<file path="config.mk">
export PLATFORM = sky130hd
export DESIGN_NAME = lora_status_tx
export DESIGN_NICKNAME = d
export VERILOG_FILES = /design/src/rtl/lora_status_tx.sv
export SDC_FILE = /design/constraint.sdc
export NUM_CORES = 1
export LEC_CHECK = 0
export ABC_AREA = 1
export CORE_MARGIN = 4
export CORE_UTILIZATION = 52
export CTS_CLUSTER_DIAMETER = 120
export DETAILED_ROUTE_END_ITERATION = 6
export MAX_ROUTING_LAYER = met4
export PLACE_DENSITY = 0.71
export REMOVE_ABC_BUFFERS = 1
export SYNTH_ARGS = -nofsm -noshare
export SYNTH_HDL_FRONTEND = slang
export SYNTH_SLANG_ARGS = --single-unit
</file>
<file path="constraint.sdc">
create_clock -name clk -period 8.15 [get_ports clk]
set_input_delay 2.445 -clock clk [delete_from_list [all_inputs] [get_ports clk]]
set_output_delay 2.445 -clock clk [all_outputs]
set_load 0.02 [all_outputs]
</file>
<file path="src/rtl/lora_status_tx.sv">
// lora_status_tx: frames the Mobile unit control state (bell, led, rgb, rgb_mode)
// into a 4-byte UART packet {A5, status, ~status, 5A} on lora_tx. A packet is sent
// on a status change, on a must_tx rising edge, or as a periodic keep-alive.
// Build option: define LORA_TX_PARITY_EN for 8E1 frames (default 8N1).
module lora_status_tx #(
  parameter int unsigned CLK_FREQ    = 50_000_000,
  parameter int unsigned BAUD        = 9600,
  parameter int unsigned REFRESH_CYC = 50_000_000
) (
  input  logic       clk,
  input  logic       rst,
  input  logic       bell,
  input  logic       led,
  input  logic       rgb,
  input  logic [2:0] rgb_mode,
  input  logic       must_tx,
  output logic       lora_tx,
  output logic       busy,
  output logic       lora_tx_tick
);

  localparam int unsigned BIT_CYC   = CLK_FREQ / BAUD;
  localparam int unsigned TIMER_W   = (BIT_CYC > 1) ? $clog2(BIT_CYC) : 1;
  localparam int unsigned REFRESH_W = (REFRESH_CYC > 1) ? $clog2(REFRESH_CYC) : 1;

  localparam logic [TIMER_W-1:0]   BIT_LAST     = TIMER_W'(BIT_CYC - 1);
  localparam logic [REFRESH_W-1:0] REFRESH_LAST = REFRESH_W'(REFRESH_CYC - 1);

  localparam logic [2:0] IDLE   = 3'd0;
  localparam logic [2:0] LOAD   = 3'd1;
  localparam logic [2:0] START  = 3'd2;
  localparam logic [2:0] DATA   = 3'd3;
  localparam logic [2:0] STOP   = 3'd4;
  localparam logic [2:0] DONE   = 3'd5;
`ifdef LORA_TX_PARITY_EN
  localparam logic [2:0] PARITY = 3'd6;
`endif

  logic [2:0]           state_q, state_d;
  logic [7:0]           snapshot_q, snapshot_d;
  logic [31:0]          frame_q, frame_d;
  logic [1:0]           byte_idx_q, byte_idx_d;
  logic [2:0]           bit_idx_q, bit_idx_d;
  logic [TIMER_W-1:0]   timer_q, timer_d;
  logic [REFRESH_W-1:0] refresh_q, refresh_d;
  logic                 must_pending_q, must_pending_d;
  logic                 lora_tx_d, busy_d, tick_d;

  logic [1:0] must_sync;
  logic       must_prev;
  logic       must_edge;
  logic [7:0] status;
  logic       trigger;

  assign status    = {2'b00, rgb_mode, rgb, led, bell};
  assign must_edge = must_sync[1] & ~must_prev;
  assign trigger   = (status != snapshot_q) | must_pending_q | (refresh_q == REFRESH_LAST);

  // Synchronise the asynchronous must_tx switch and keep its previous value for edge detect
  always_ff @(posedge clk or posedge rst) begin
    if (rst) begin
      must_sync <= 2'b00;
      must_prev <= 1'b0;
    end else begin
      must_sync <= {must_sync[0], must_tx};
      must_prev <= must_sync[1];
    end
  end

  // State and datapath registers; serial outputs are registered from the next state
  always_ff @(posedge clk or posedge rst) begin
    if (rst) begin
      state_q        <= IDLE;
      snapshot_q     <= 8'h00;
      frame_q        <= 32'h0;
      byte_idx_q     <= 2'd0;
      bit_idx_q      <= 3'd0;
      timer_q        <= '0;
      refresh_q      <= '0;
      must_pending_q <= 1'b0;
      lora_tx        <= 1'b1;
      busy           <= 1'b0;
      lora_tx_tick   <= 1'b0;
    end else begin
      state_q        <= state_d;
      snapshot_q     <= snapshot_d;
      frame_q        <= frame_d;
      byte_idx_q     <= byte_idx_d;
      bit_idx_q      <= bit_idx_d;
      timer_q        <= timer_d;
      refresh_q      <= refresh_d;
      must_pending_q <= must_pending_d;
      lora_tx        <= lora_tx_d;
      busy           <= busy_d;
      lora_tx_tick   <= tick_d;
    end
  end

  // Next-state, datapath and output decode
  always_comb begin
    state_d        = state_q;
    snapshot_d     = snapshot_q;
    frame_d        = frame_q;
    byte_idx_d     = byte_idx_q;
    bit_idx_d      = bit_idx_q;
    timer_d        = timer_q;
    refresh_d      = refresh_q;
    must_pending_d = must_pending_q;
    lora_tx_d      = 1'b1;
    busy_d         = 1'b0;
    tick_d         = 1'b0;

    case (state_q)
      IDLE: begin
        if (trigger) state_d = LOAD;
      end
      LOAD: begin
        snapshot_d     = status;
        frame_d        = {8'h5A, ~status, status, 8'hA5};
        must_pending_d = 1'b0;
        byte_idx_d     = 2'd0;
        bit_idx_d      = 3'd0;
        timer_d        = BIT_LAST;
        state_d        = START;
      end
      START: begin
        if (timer_q == '0) begin
          timer_d   = BIT_LAST;
          bit_idx_d = 3'd0;
          state_d   = DATA;
        end else begin
          timer_d = timer_q - TIMER_W'(1);
        end
      end
      DATA: begin
        if (timer_q == '0) begin
          timer_d = BIT_LAST;
          if (bit_idx_q == 3'd7) begin
`ifdef LORA_TX_PARITY_EN
            state_d = PARITY;
`else
            state_d = STOP;
`endif
          end else begin
            bit_idx_d = bit_idx_q + 3'd1;
          end
        end else begin
          timer_d = timer_q - TIMER_W'(1);
        end
      end
`ifdef LORA_TX_PARITY_EN
      PARITY: begin
        if (timer_q == '0) begin
          timer_d = BIT_LAST;
          state_d = STOP;
        end else begin
          timer_d = timer_q - TIMER_W'(1);
        end
      end
`endif
      STOP: begin
        if (timer_q == '0) begin
          timer_d = BIT_LAST;
          if (byte_idx_q == 2'd3) begin
            state_d = DONE;
          end else begin
            byte_idx_d = byte_idx_q + 2'd1;
            state_d    = START;
          end
        end else begin
          timer_d = timer_q - TIMER_W'(1);
        end
      end
      DONE: begin
        state_d = IDLE;
      end
      default: begin
        state_d = IDLE;
      end
    endcase

    // A must_tx edge is remembered in every state, including the LOAD that clears it
    if (must_edge) must_pending_d = 1'b1;

    // Keep-alive counter runs only while idle and saturates at its terminal count
    if (state_q == IDLE) begin
      if (refresh_q != REFRESH_LAST) refresh_d = refresh_q + REFRESH_W'(1);
    end else begin
      refresh_d = '0;
    end

    busy_d = (state_d != IDLE);
    tick_d = (state_d == DONE);
    case (state_d)
      START:   lora_tx_d = 1'b0;
      DATA:    lora_tx_d = frame_d[{byte_idx_d, bit_idx_d}];
`ifdef LORA_TX_PARITY_EN
      PARITY:  lora_tx_d = ^frame_d[{byte_idx_d, 3'b000} +: 8];
`endif
      default: lora_tx_d = 1'b1;
    endcase
  end

endmodule

</file>
* Yosys cells after proc, flatten, opt, wreduce, memory -nomap -nowiden
Cells that the tools add are included.
Cells by class: $add $sub $neg 4, magnitude comparators 1, eq/ne operators 13, muxes and demuxes 24, bitwise logic cells 5, reductions and logical operators 6
Operators by type and width (count):
- 26-bit 2-to-1 mux | 2
- 32-bit 2-to-1 mux | 1
- 3-bit 2-to-1 mux | 9
- 26-bit by 1-bit adder with 26-bit output (second input constant) | 1
- 26-bit == test (second input constant) | 1
- 26-bit != test (second input constant) | 1
- 13-bit one-hot mux with 2 select lines | 1
- 3-bit one-hot mux with 5 select lines | 1
- 13-bit logical NOT | 1
- 13-bit 2-to-1 mux | 1
- 13-bit by 1-bit subtractor with 13-bit output (second input constant) | 1
- 3-bit by 2-bit == test with 1-bit output (second input constant) | 4
- 3-bit == test (second input constant) | 3
- 3-bit one-hot mux with 3 select lines | 1
- 6-bit NOT with 8-bit output | 1
- 5-bit by 6-bit < comparator with 1-bit output (second input constant) | 1
- 6-bit != test | 1
- 1-bit binary-select mux with 5-bit select | 1
- 2-bit 2-to-1 mux | 2
- 2-bit one-hot mux with 2 select lines | 1
- 2-bit nonzero test | 2
- 3-bit by 1-bit adder with 3-bit output (second input constant) | 1
- 3-bit by 1-bit == test with 1-bit output (second input constant) | 1
- 3-bit logical NOT | 1
- other kinds (10) | 13
Storage, ports and cells: bits in registers 92, input bits 9, output and inout bits 3

* Depth between registers and ports, before layout
Gate-level depths: netlist of the first run.
word-level depth 7, depth in mapped cells 18

* Worst setup path before layout of the first run
Ideal clock, no wire load.
kind input to register, start input port rgb, end register busy, setup time 0.124 ns, data arrival time 3.449 ns, required time 8.026 ns, setup slack 4.577 ns, cell stages on the path 7, buffers on the path 0, cell sequence inv_1 o21ai_0 a2111oi_0 a21oi_1 nor3_1 o21ai_2 or2_1
Between the ends: longest elaborated chain between the ends 6
Ends and longest elaborated chain:
- start, declared | RTL line 14 | input logic rgb,
- 6-bit != test | RTL line 57 | assign trigger = (status != snapshot_q) | must_pending_q | (refresh_q == REFRESH_LAST);
- 1-bit OR (2 in a row) | RTL line 57
- 3-bit 2-to-1 mux | RTL line 115 | if (trigger) state_d = LOAD;
- 3-bit one-hot mux with 5 select lines | RTL line 113 | case (state_q)
- named net state_d[0] | RTL line 39 | logic [2:0] state_q, state_d;
- 3-bit nonzero test | RTL line 192 | busy_d = (state_d != IDLE);
- named net busy_d | RTL line 47 | logic lora_tx_d, busy_d, tick_d;
- end signal, assigned | RTL line 94 | busy <= busy_d;
- end, declared | RTL line 18 | output logic busy,
The timed path passes the listed nets, and every way through them passes these cells. A chain may end at the register's enable or synchronous reset.

* Final worst setup path of the first run
start register lora_tx, end output port lora_tx
RTL lines:
- start, declared | RTL line 17 | output logic lora_tx,
- start signal, assigned | RTL line 93 | lora_tx <= lora_tx_d;
No word-level cell between the ends.

==> run summary, run 1 <==
The final design area excluding fillers came out at 4970 um^2. The top cell type's share of synthesized area came out at 0.501. The top-level I/O count is 12. The worst setup path is launched from a register. The total chip power is 851 uW. Along the worst hold path, the cell count comes to 0. The count of buffering cells on the critical path with inverters included is 1. The critical path is of the register to output pin type. The total count of hold-check failures in the final report is 0. Summing all placed instances gives a cell area of 4730 um^2. The number of placement rows came out at 33. The number of H-tree levels is 3.

The placeable core region is 8340 um^2. The count of buffers added on input and output ports is 11. The routed wire length came out at 8.88 mm. The synthesized area per cell came out at 8.38 um^2. Among cell families on the critical path, the largest total delay comes from buffers and inverters. The number of clock sinks is 92. The total negative slack came out at 0 ns.

The part of the cycle the worst path needs came out at 0.482. The compound-gate portion of the synthesized area is 0.0939. The area fraction in and, or, nand and nor cells after synthesis came out at 0.285. The core utilization of the finished layout came out at 0.596. The standard cell with the maximum stage delay on the critical path is clkdlybuf4s50_1. The combined flip-flop and latch cell area is 2300 um^2. Of the cells placed in the final design, the portion with a size suffix greater than 1 is 0.118. The static power due to leakage is 2.26 nW. The total of hold buffers inserted after clock tree synthesis is 0. The area occupied by multi-input gates is 1850 um^2. The total of endpoints with negative setup slack in the final report is 0. The register area share after synthesis came out at 0.507. The total track usage is 0.197.

Once the clock tree was built, the resizer swapped 0 gates to a different size. Routability-driven placement finished with a final weighted congestion of 0.851. Entering global routing, the biggest net connects 75 pins.

For this configuration, the core starts out at a cell density of 0.545. Traced cell by cell, the critical path runs through clkdlybuf4s50_1. The final instance count without filler cells came out at 665. The largest driver fanout on the critical path is 1.

In this design, the stage delay of the slowest critical-path cell is 0.60 ns. The placed cell count is 649. Setup repair after global routing left no endpoint under its margin. The total of warnings raised by yosys came out at 0. Across all layers, the routed design uses 3,547 vias. The first global-routing pass estimated 15.8 mm of wire. Subtracting the final worst setup slack from the clock period gives 3.93 ns. The power density relative to cell area is 171 nW/um^2.

The total half-perimeter wirelength after legalization and detailed placement came out at 6.17 mm. From synthesis to final layout, the design area changed by 9.50%. The count of antenna-violating nets left after detailed routing came out at 0. The first detailed-routing pass ran for 5 iterations. The worst setup skew after layout is 0.0120 ns. The number of cells on the worst reg-to-reg path is 16. The flow ran to the end, and the final reports show no timing, DRC or antenna violations. The critical path data arrival time is 1.49 ns.

Summed over all instances, the cell type with the most area after synthesis is dfrtp_1. The aggregate global routing overflow came out at 0. The number of slew-limit violations in the final report came out at 0. The filler cells instantiated in the layout total 758. The post-CTS setup buffer count came out at 0. The number of synthesized register bits came out at 92. In the synthesized netlist, the number of instances is 542.

The per-cell via count in the routed design is 5.33. The net count of the finished layout is 567. STA classifies the critical path endpoint as an output pin.

In the post-route analysis, the smallest setup slack over all paths is 4.22 ns. The transition time at the pin with the least slew margin came out at 0.927 ns. The cell area after synthesis is 4540 um^2. The worst-case setup slack after placement came out at 3.86 ns. The logic depth of the worst setup path including buffers is 1. For this run, the top clock speed supported by timing is 0.254 GHz.

The worst-case IR drop observed on VDD is 0.0932 mV. The worst slew margin relative to its limit is 0.381. The smallest hold slack came out at 0.362 ns. The maximum clock path buffer count is 2. The largest family of logic cells by synthesized area is simple AND/OR/NAND/NOR gates. The number of buffers created by CTS is 9. The die covers 10,300 um^2.

The tool flagged a number of max-cap violations equal to 0. The required time of the critical path came out at 5.71 ns. For this block, the initial DRC count from the detailed router was 179.

The tree is rooted in a clkbuf_8. The via count of the first global-routing pass was 3,472. In this run the vertical extent of the chip is 101 um. The tightest min-delay check is of the register to register type. The number of antenna violations at the first check in global routing is 0. The xor/xnor share of the synthesized area came out at 0.0193. Clock latency on the worst-skew pair, taken at its later pin, is 0.36 ns. The number of antenna cells inserted is 0. The average wire per cell in the routed design came out at 13.3 um. The clock-pin slew reported for the worst setup and hold paths after clock tree synthesis came out at 0.09 ns. Of the post-synthesis cell area, the part taken by muxes is 0. The distinct cell type count after synthesis is 44. In the post-synthesis netlist, the biggest area contributors are dfrtp_1 (50%), nand2_1 (8.3%), inv_1 (6.9%). The horizontal extent of the die came out at 101 um.

TritonCTS built the clock tree. The fraction of the mapped netlist area in adder cells came out at 0.00826. For this run, design rule violations remaining after detail routing come to 0.
==> metal layers <==
| layer | GRT usage | vias to the layer above | part of all wire | wire, um |
|---|---|---|---|---|
| met5 | - | - | 0 | 0 |
| met4 | 0.0695 | 0 | 0.013 | 112 |
| met3 | 0.0289 | 9 | 0.035 | 311 |
| met2 | 0.304 | 65 | 0.47 | 4170 |
| met1 | 0.267 | 1690 | 0.48 | 4290 |
| li1 | - | 1783 | - | - |
==> layout by cell type, fill, tap and decap left out, drive strengths merged, types with 2 or more instances in the layout <==
cell type | netlist | layout
or2 | 11 | 11
nor2 | 56 | 56
nor4 | 5 | 5
inv | 87 | 86
buf | 9 | 2
xor2 | 6 | 6
a211oi | 2 | 2
nand4 | 8 | 8
bufinv | 0 | 3
o21a | 4 | 4
o21ai | 32 | 32
o22ai | 6 | 6
nand2 | 108 | 108
xnor2 | 4 | 4
clkdlybuf4s50 | 0 | 11
dfrtp | 91 | 91
a31oi | 3 | 3
nand3 | 62 | 62
clkinv | 0 | 4
a2111oi | 2 | 2
a21oi | 17 | 17
ha | 3 | 3
nor3 | 15 | 15
clkbuf | 2 | 10
==> where the power goes <==
group / switching (mW) / leakage (nW) / internal (mW)
combinational: 0.0149 / 1.01 / 0.00772
sequential: 0.00168 / 1.13 / 0.461
clock: 0.161 / 0.120 / 0.204
total: 0.177 / 2.26 / 0.673
==> synthesized netlist by cell type, drive strengths merged <==
library cell / count
a2111oi: 2
a211oi: 2
a21oi: 17
a221oi: 1
a31oi: 3
a41oi: 1
and2: 1
and3: 1
buf: 9
clkbuf: 2
dfrtp: 91
dfstp: 1
ha: 3
inv: 87
nand2: 108
nand3: 62
nand4: 8
nor2: 56
nor3: 15
nor4: 5
o2111ai: 1
o211a: 1
o21a: 4
o21ai: 32
o221a: 1
o22ai: 6
o31ai: 1
or2: 11
xnor2: 4
xor2: 6
==> cell type report <==
type | count | share of cell area
flip-flops and latches | 92 | 0.463
multi-input cells | 352 | 0.371
inverters | 87 | 0.0659
well taps | 105 | 0.0264
clock buffers | 10 | 0.0257
repair buffers | 13 | 0.0252
clock inverters | 6 | 0.0226
==> flip-flops by register name, indices dropped and copies added (netlist names) <==
register and flops:
lora_tx 1, state_q 3, timer_q 13, must_pending_q 1, frame_q 32, byte_idx_q 2, must_sync 2, refresh_q 26
snapshot_q 6, bit_idx_q 3, lora_tx_tick 1, busy 1, must_prev 1
==> cells by family (layout without fill, tap and decap cells) <==
family / after synthesis / count (layout)
simple gates: 267 / 267
buf+inv: 98 / 116
flops: 92 / 92
compound gates: 72 / 72
xor+xnor: 10 / 10
fa+ha+maj: 3 / 3
==> final timing paths <==
kind                                              from                        to  slack, ns
min in group asynchronous                          rst  refresh_q[9]$_DFFE_PP0P_       2.34
worst max register to register    state_q[2]$_DFF_PP0_         lora_tx$_DFF_PP1_       5.28
worst max-delay path                 lora_tx$_DFF_PP1_                   lora_tx       4.22
worst min-delay path            must_sync[0]$_DFF_PP0_    must_sync[1]$_DFF_PP0_       0.36
worst min register to register  must_sync[0]$_DFF_PP0_    must_sync[1]$_DFF_PP0_       0.36
max in group asynchronous                          rst    timer_q[2]$_DFFE_PP0P_       4.61
Note: power is estimated with default switching activity, not from simulation.
==> run 2: changes to the inputs <==
Settings changed: PLACE_DENSITY 0.71 to 0.74.
Clock period 8.15 ns to 3.6 ns, I/O delays scaled along.
==> run 2 against run 1 <==
Power rose by 100%; clock skew fell by 0.0029 ns; non-clock buffer count rose by 2; via count fell by 0.73%; flip-flop and latch count did not move; critical path type is now register to register; critical endpoint is now lora_tx$_DFF_PP1_.
==> run summary, run 2 (synthesis gave the netlist of run 1 again) <==
In this run the critical register-to-register path is captured at lora_tx$_DFF_PP1_. The floorplan has 33 rows. The post-CTS resize count is 0.

The largest driver fanout on the critical path is 16. The count of max-cap constraint violations came out at 0. The number of slew-limit violations in the final report is 0. The maximum number of pins on one net before global-route repair came out at 43. The classification of the worst-slack hold path is register to register. The post-CTS setup buffer count came out at 0. The top-level I/O count is 12.

The critical path is of the register to register type. Setup slack on the critical path of the routed design comes to 0.974 ns. The hold path startpoint is must_sync[0]$_DFF_PP0_. The number of clock sinks came out at 92. The required time of the critical path is 3.90 ns.

After global routing the overflow that remains totals 0. The worst setup skew after layout came out at 0.00906 ns. For this run, the number of standard cells in the final layout without fillers is 667. The length of routed wiring on met1 is 4.25 mm. The destination of the worst hold path is must_sync[1]$_DFF_PP0_. The die covers 10,300 um^2. The number of H-tree levels came out at 3. At the end of routability-driven placement, the weighted congestion stood at 0.896.

The peak ir drop on the vdd network is 0.166 mV. The total area inside the core boundary comes to 8340 um^2. The number of design rule violations left after detail routing came out at 0. The wire length of the first global-routing pass came out at 15.6 mm. The worst setup path is launched from a register.

The HPWL after detailed placement is 6.39 mm. The initial cell density of the core came out at 0.545. In the layout the commonest cells are nand2_1 (101), dfrtp_1 (91), inv_1 (83), nand3_1 (54), nor2_1 (43). The average wire per cell in the routed design is 13.3 um.

The number of buffers created by CTS is 9. Setup repair after global routing left no endpoint under its margin. Final hold analysis gives a worst-case slack of 0.358 ns. The power density relative to cell area came out at 351 nW/um^2.

The count of nets left with antenna violations once routing finished came out at 0. The per-cell via count in the routed design came out at 5.28. The share of final-layout standard cells stronger than drive strength 1 came out at 0.123. The TritonCTS clock tree is built.

The final critical path time including I/O delays and setup is 2.63 ns. The proportion of total power due to net switching is 0.239. The run finished with clean final reports. The part of the cycle the worst path needs came out at 0.729. The clock-pin slew reported for the worst setup and hold paths after clock tree synthesis came out at 0.09 ns.

The number of cells on the worst reg-to-reg path is 16. The register ranked first by flip-flop count is frame_q. The cell depth of the worst min-delay path came out at 0. The via count came out at 3,521. The clock network latency to the later pin of the worst-skew pair came out at 0.36 ns.

STA classifies the critical path endpoint as a register. For this run, the post-layout net count is 569. Cell internal power was estimated by the tool at 1.33 mW. The root buffer cell chosen for the clock tree is clkbuf_8.

The analysis attributes to cell leakage a power of 2.25 nW. The transition time at the pin with the least slew margin is 0.773 ns. In the final layout, the registers with the most flip-flops are frame_q (32), refresh_q (26), timer_q (13). The worst-case setup slack after placement is 0.607 ns. The detailed router used layers up to and including met4. Measured against its own limit, the worst slew margin works out to 0.484. The combinational share of power is 0.033. The total count of hold-check failures in the final report came to 0. The routed length on met3 is 281 um.

The maximum clock path buffer count is 2. The worst register-to-register path begins at timer_q[0]$_DFFE_PP0P_. The number of hold buffers added after CTS was 0. The horizontal extent of the die came out at 101 um.

The number of antenna violations at the first check in global routing is 0. The chip height is 101 um. The share of total power dissipated in sequential elements is 0.602. During placement, the flow inserted port buffers numbering 11. The total met2 wirelength after detailed routing came out at 4.21 mm.

The clock network fraction of design power is 0.366. The area growth from synthesis to layout came out at 9.15%. The count of fill cells added during filler insertion came out at 744. In the global route stage, overall resource usage came out at 0.196. The highest achievable clock rate came out at 0.381 GHz. The final layout contains routed wiring with a total length of 8.85 mm. The total of endpoints with negative setup slack in the final report came out at 0. Before antenna repair, the detailed router went through 5 iterations.

The total negative slack came out at 0 ns. The flip-flop count of the largest register, all copies and words added came out at 32. The placed cell count is 651. 0 antenna diodes ended up in the layout. The via count of the first global-routing pass is 3,466. Leaving out fill and tap cells, the most frequent cell in the layout is nand2_1. The DRC violation total after the first TritonRoute iteration came out at 187. The analysis attributes to net switching a power of 416 uW.

The reg2reg setup slack came out at 0.97 ns. The critical path data arrival time is 2.93 ns.
run 2: changes by cell type in the layout (fill, tap and decap cells not counted), sizes merged:
| cell | delta |
|---|---|
| bufinv | -3 |
| clkinvlp | +3 |
| buf | +2 |
| inv | +2 |
| clkbuf | -1 |
| clkinv | -1 |
run 2: per-stage QoR:
step	power, mW	util	instance area [um^2]
after global routing	1.82	0.594	4960
after CTS	1.77	0.594	4960
after floorplan	1.10	-	4480
after detailed placement	1.13	0.572	4770
final	1.74	0.594	4960
after global placement	1.12	0.572	4770
run 2: worst max-delay path by stage:
stage	startpoint	endpoint	slack, ns	cells after the start
final	timer_q[0]$_DFFE_PP0P_	lora_tx$_DFF_PP1_	0.97	16
after global routing	timer_q[0]$_DFFE_PP0P_	lora_tx$_DFF_PP1_	0.66	16
after CTS	timer_q[0]$_DFFE_PP0P_	lora_tx$_DFF_PP1_	0.98	16
after detailed placement	led	busy$_DFF_PP0_	0.61	7
after global placement	led	busy$_DFF_PP0_	0.68	7
after floorplan	rst	bit_idx_q[0]$_DFF_PP0_	0.13	1
run 2: layout make-up:
cell class,count,area (um^2),area share
Clock buffer,9,124,0.0250
Clock inverter,7,60.1,0.0121
Inverter,87,328,0.0661
Multi-Input combinational cell,352,1850,0.372
Sequential cell,92,2300,0.465
Tap cell,105,131,0.0265
Timing Repair Buffer,15,165,0.0333
run 2: power by group through the flow:
| stage | clock [mW] | sequential [mW] | combinational, mW |
|---|---|---|---|
| 6_report | 0.637 | 1.05 | 0.0567 |
| 3_5_place_dp | 0 | 1.07 | 0.0587 |
| 5_1_grt | 0.703 | 1.05 | 0.0656 |
| 2_1_floorplan | 0 | 1.07 | 0.0328 |
| 3_3_place_gp | 0 | 1.07 | 0.0567 |
| 4_1_cts | 0.661 | 1.05 | 0.0587 |
run 2: critical path, cell delays in order, from the launching register on:
cell and delay, ns:
dfrtp_1 0.37, inv_1 0.10, ha_1 0.21, nand2_2 0.11, nor2_4 0.21, nand4_1 0.11, nand2_1 0.37, nand2_2 0.30
inv_1 0.19, nand2_1 0.09, nand3_1 0.08, nand3_1 0.07, nand3_1 0.08, nand3_1 0.06, nand2_1 0.09, nand2_1 0.06
nand2_1 0.08
run 2: routing by layer:
layer,vias to the layer above,track usage
met2,77,0.305
met5,-,-
li1,1787,-
met1,1648,0.261
met3,9,0.0269
met4,0,0.0736
==> run 3: changes to the inputs <==
Clock period 3.6 ns to 2.2 ns, I/O delays scaled along.
==> run 3 against run 2 <==
Wire length rose by 5.9%; first-iteration DRC count fell by 20%; die area did not move; utilization rose by 3.2 points; register-to-register slack got worse by 0.89 ns; flip-flop and latch count did not move; cell count rose by 3.0%; sequential share of layout area fell by 2.4 points; non-clock buffer count rose by 20; via count rose by 3.9%; critical path depth fell by 9; critical endpoint is now busy$_DFF_PP0_.
==> run summary, run 3 (synthesis gave the netlist of run 1 again) <==
The total of endpoints with negative setup slack in the final report is 0. The minimum setup slack in the final design came out at 0.0796 ns. The wire length of the first global-routing pass is 15.8 mm. Leaving out fill and tap cells, the most frequent cell in the layout is nand2_1.

The total count of hold-check failures in the final report is 0. The count of antenna-violating nets left after detailed routing is 0. The number of slew-limit violations in the final report is 0. The detailed-router iteration count before antenna repair is 5. The run finished with clean final reports. In this run the critical register-to-register path is launched from timer_q[0]$_DFFE_PP0P_. The total of hold buffers inserted after clock tree synthesis came out at 0. The endpoint class of the critical path is a register. More flip-flops sit in one register than any other, and that register is frame_q. The count of max-cap constraint violations is 0. The total chip power is 2.94 mW. The horizontal extent of the die came out at 101 um. The H-tree generated during clock tree synthesis spans 3 levels. The share of final-layout standard cells stronger than drive strength 1 is 0.172. Setup repair after global routing could not meet its margin everywhere. The number of design rule violations left after detail routing came out at 0. The largest driver fanout on the critical path is 2. The critical path data arrival time came out at 2.36 ns. The DRC violation total after the first TritonRoute iteration came out at 149.

The number of antenna violations at the first check in global routing came to 0. The element type at the critical path start is an input pin. The worst slew margin relative to its limit came out at 0.648. The worst setup skew after layout came out at 0.0147 ns.

The final critical path time including I/O delays and setup came out at 2.12 ns. The initial cell density of the core is 0.545. The flip-flop count of the largest register, all copies and words added is 32.

Setup slack on the worst reg-to-reg path comes out at 0.08 ns. The classification of the worst-slack hold path is register to register. During I/O placement, the number of pins put on the boundary was 12. The largest registers in the layout are frame_q (32), refresh_q (26), timer_q (13). The die is 101 um tall. Prior to clock tree synthesis, the placed netlist has a worst setup slack of -0.343 ns. The worst register-to-register path has a depth of 17. The number of clock sinks came out at 92. The transition time at the pin with the least slew margin is 0.514 ns. For hold timing, the worst endpoint is must_sync[1]$_DFF_PP0_. Buffers placed on the I/O ports in this run total 11.

The cell depth of the worst min-delay path came out at 0. The peak ir drop on the vdd network came out at 0.296 mV. TritonCTS built the clock tree. The die covers 10,300 um^2. The worst setup path is of the input pin to register kind. The part of the cycle the worst path needs came out at 0.964. The top cell types in the final layout, fill and taps aside, are nand2_1 (98), dfrtp_1 (91), inv_1 (82), nand3_1 (54), nor2_1 (40). The highest achievable clock rate is 0.472 GHz.

The total track usage came out at 0.198. The area growth from synthesis to layout came out at 15.0%. The smallest hold slack is 0.354 ns. The tree is rooted in a clkbuf_8. The via count is 3,657. The per-cell via count in the routed design is 5.32. The hold path startpoint is must_sync[0]$_DFF_PP0_. The aggregate global routing overflow is 0. The power density relative to cell area came out at 564 nW/um^2. The number of antenna diodes in the final layout is 0. The average wire per cell in the routed design came out at 13.6 um. At the worst endpoint, the required time is 2.44 ns.

The number of placement rows is 33. The static power due to leakage came out at 2.40 nW. In this run, CTS created clock tree buffers numbering 9. At the later pin of the worst-skew pair, clock insertion delay measures 0.36 ns. For this run, the post-layout net count is 589. The maximum number of pins on one net before global-route repair came out at 28. After legalization and detailed placement, the total HPWL measured 6.69 mm. The endpoint identified for the worst register-to-register timing path is lora_tx$_DFF_PP1_. Wires add up to 9.37 mm.

The maximum clock path buffer count came out at 2. The via count of the first global-routing pass is 3,548. The global placer's final weighted congestion came out at 0.866. The clock-pin slew reported for the worst setup and hold paths after clock tree synthesis is 0.09 ns. Summed over all failing endpoints, the final setup total negative slack is 0 ns.

The placeable core region came out at 8340 um^2.
==> run 3: layout make-up <==
class,instances,area (um^2)
Inverter,87,333
Clock inverter,6,63.8
Fill cell,710,3120
Clock buffer,10,138
Sequential cell,92,2300
Multi-Input combinational cell,352,1900
Tap cell,105,131
Timing Repair Buffer,35,352
==> run 3: worst max path at each step <==
stage                      startpoint                endpoint  slack [ns]  cells past startpoint
3_3_place_gp                      led          busy$_DFF_PP0_       -0.28                      7
6_report                          led          busy$_DFF_PP0_        0.08                      7
5_1_grt        timer_q[1]$_DFFE_PP0P_       lora_tx$_DFF_PP1_       -0.09                     18
3_5_place_dp                      led          busy$_DFF_PP0_       -0.34                      7
2_1_floorplan                     rst  bit_idx_q[0]$_DFF_PP0_       -0.85                      1
4_1_cts        timer_q[0]$_DFFE_PP0P_       lora_tx$_DFF_PP1_       0.004                     16
==> run 3: where the power goes <==
group          total, mW  leakage, nW  switching, mW  internal, mW
clock network       1.14       0.0983          0.583         0.554
registers           1.72         1.13        0.00633          1.71
logic             0.0927         1.16         0.0569        0.0358
total               2.94         2.40          0.646          2.30
==> run 3: repair_timing <==
item,CTS,global route
endpoints found under the setup margin,0,11
resized for setup,0,23
buffers inserted,0,5
==> run 3: layer usage <==
metal	GRT usage	wire length, um	vias up
met5	-	0	-
met4	0.0613	108	0
met3	0.0420	314	10
met1	0.261	4370	1768
met2	0.309	4580	49
li1	-	-	1830
==> run 3: critical path, stage by stage <==
cell and delay, ns:
clkdlybuf4s50_1 0.43, xor2_1 0.14, a2111oi_0 0.48, a21oi_1 0.17
nor3_1 0.19, o21ai_2 0.08, or2_1 0.20
==> run 3: per-stage QoR <==
stage	util	instances	instance area [um^2]
3_5_place_dp	0.586	665	4890
5_1_grt	0.626	687	5220
6_report	0.626	687	5220
3_3_place_gp	0.586	665	4890
2_1_floorplan	-	531	4480
4_1_cts	0.611	681	5090
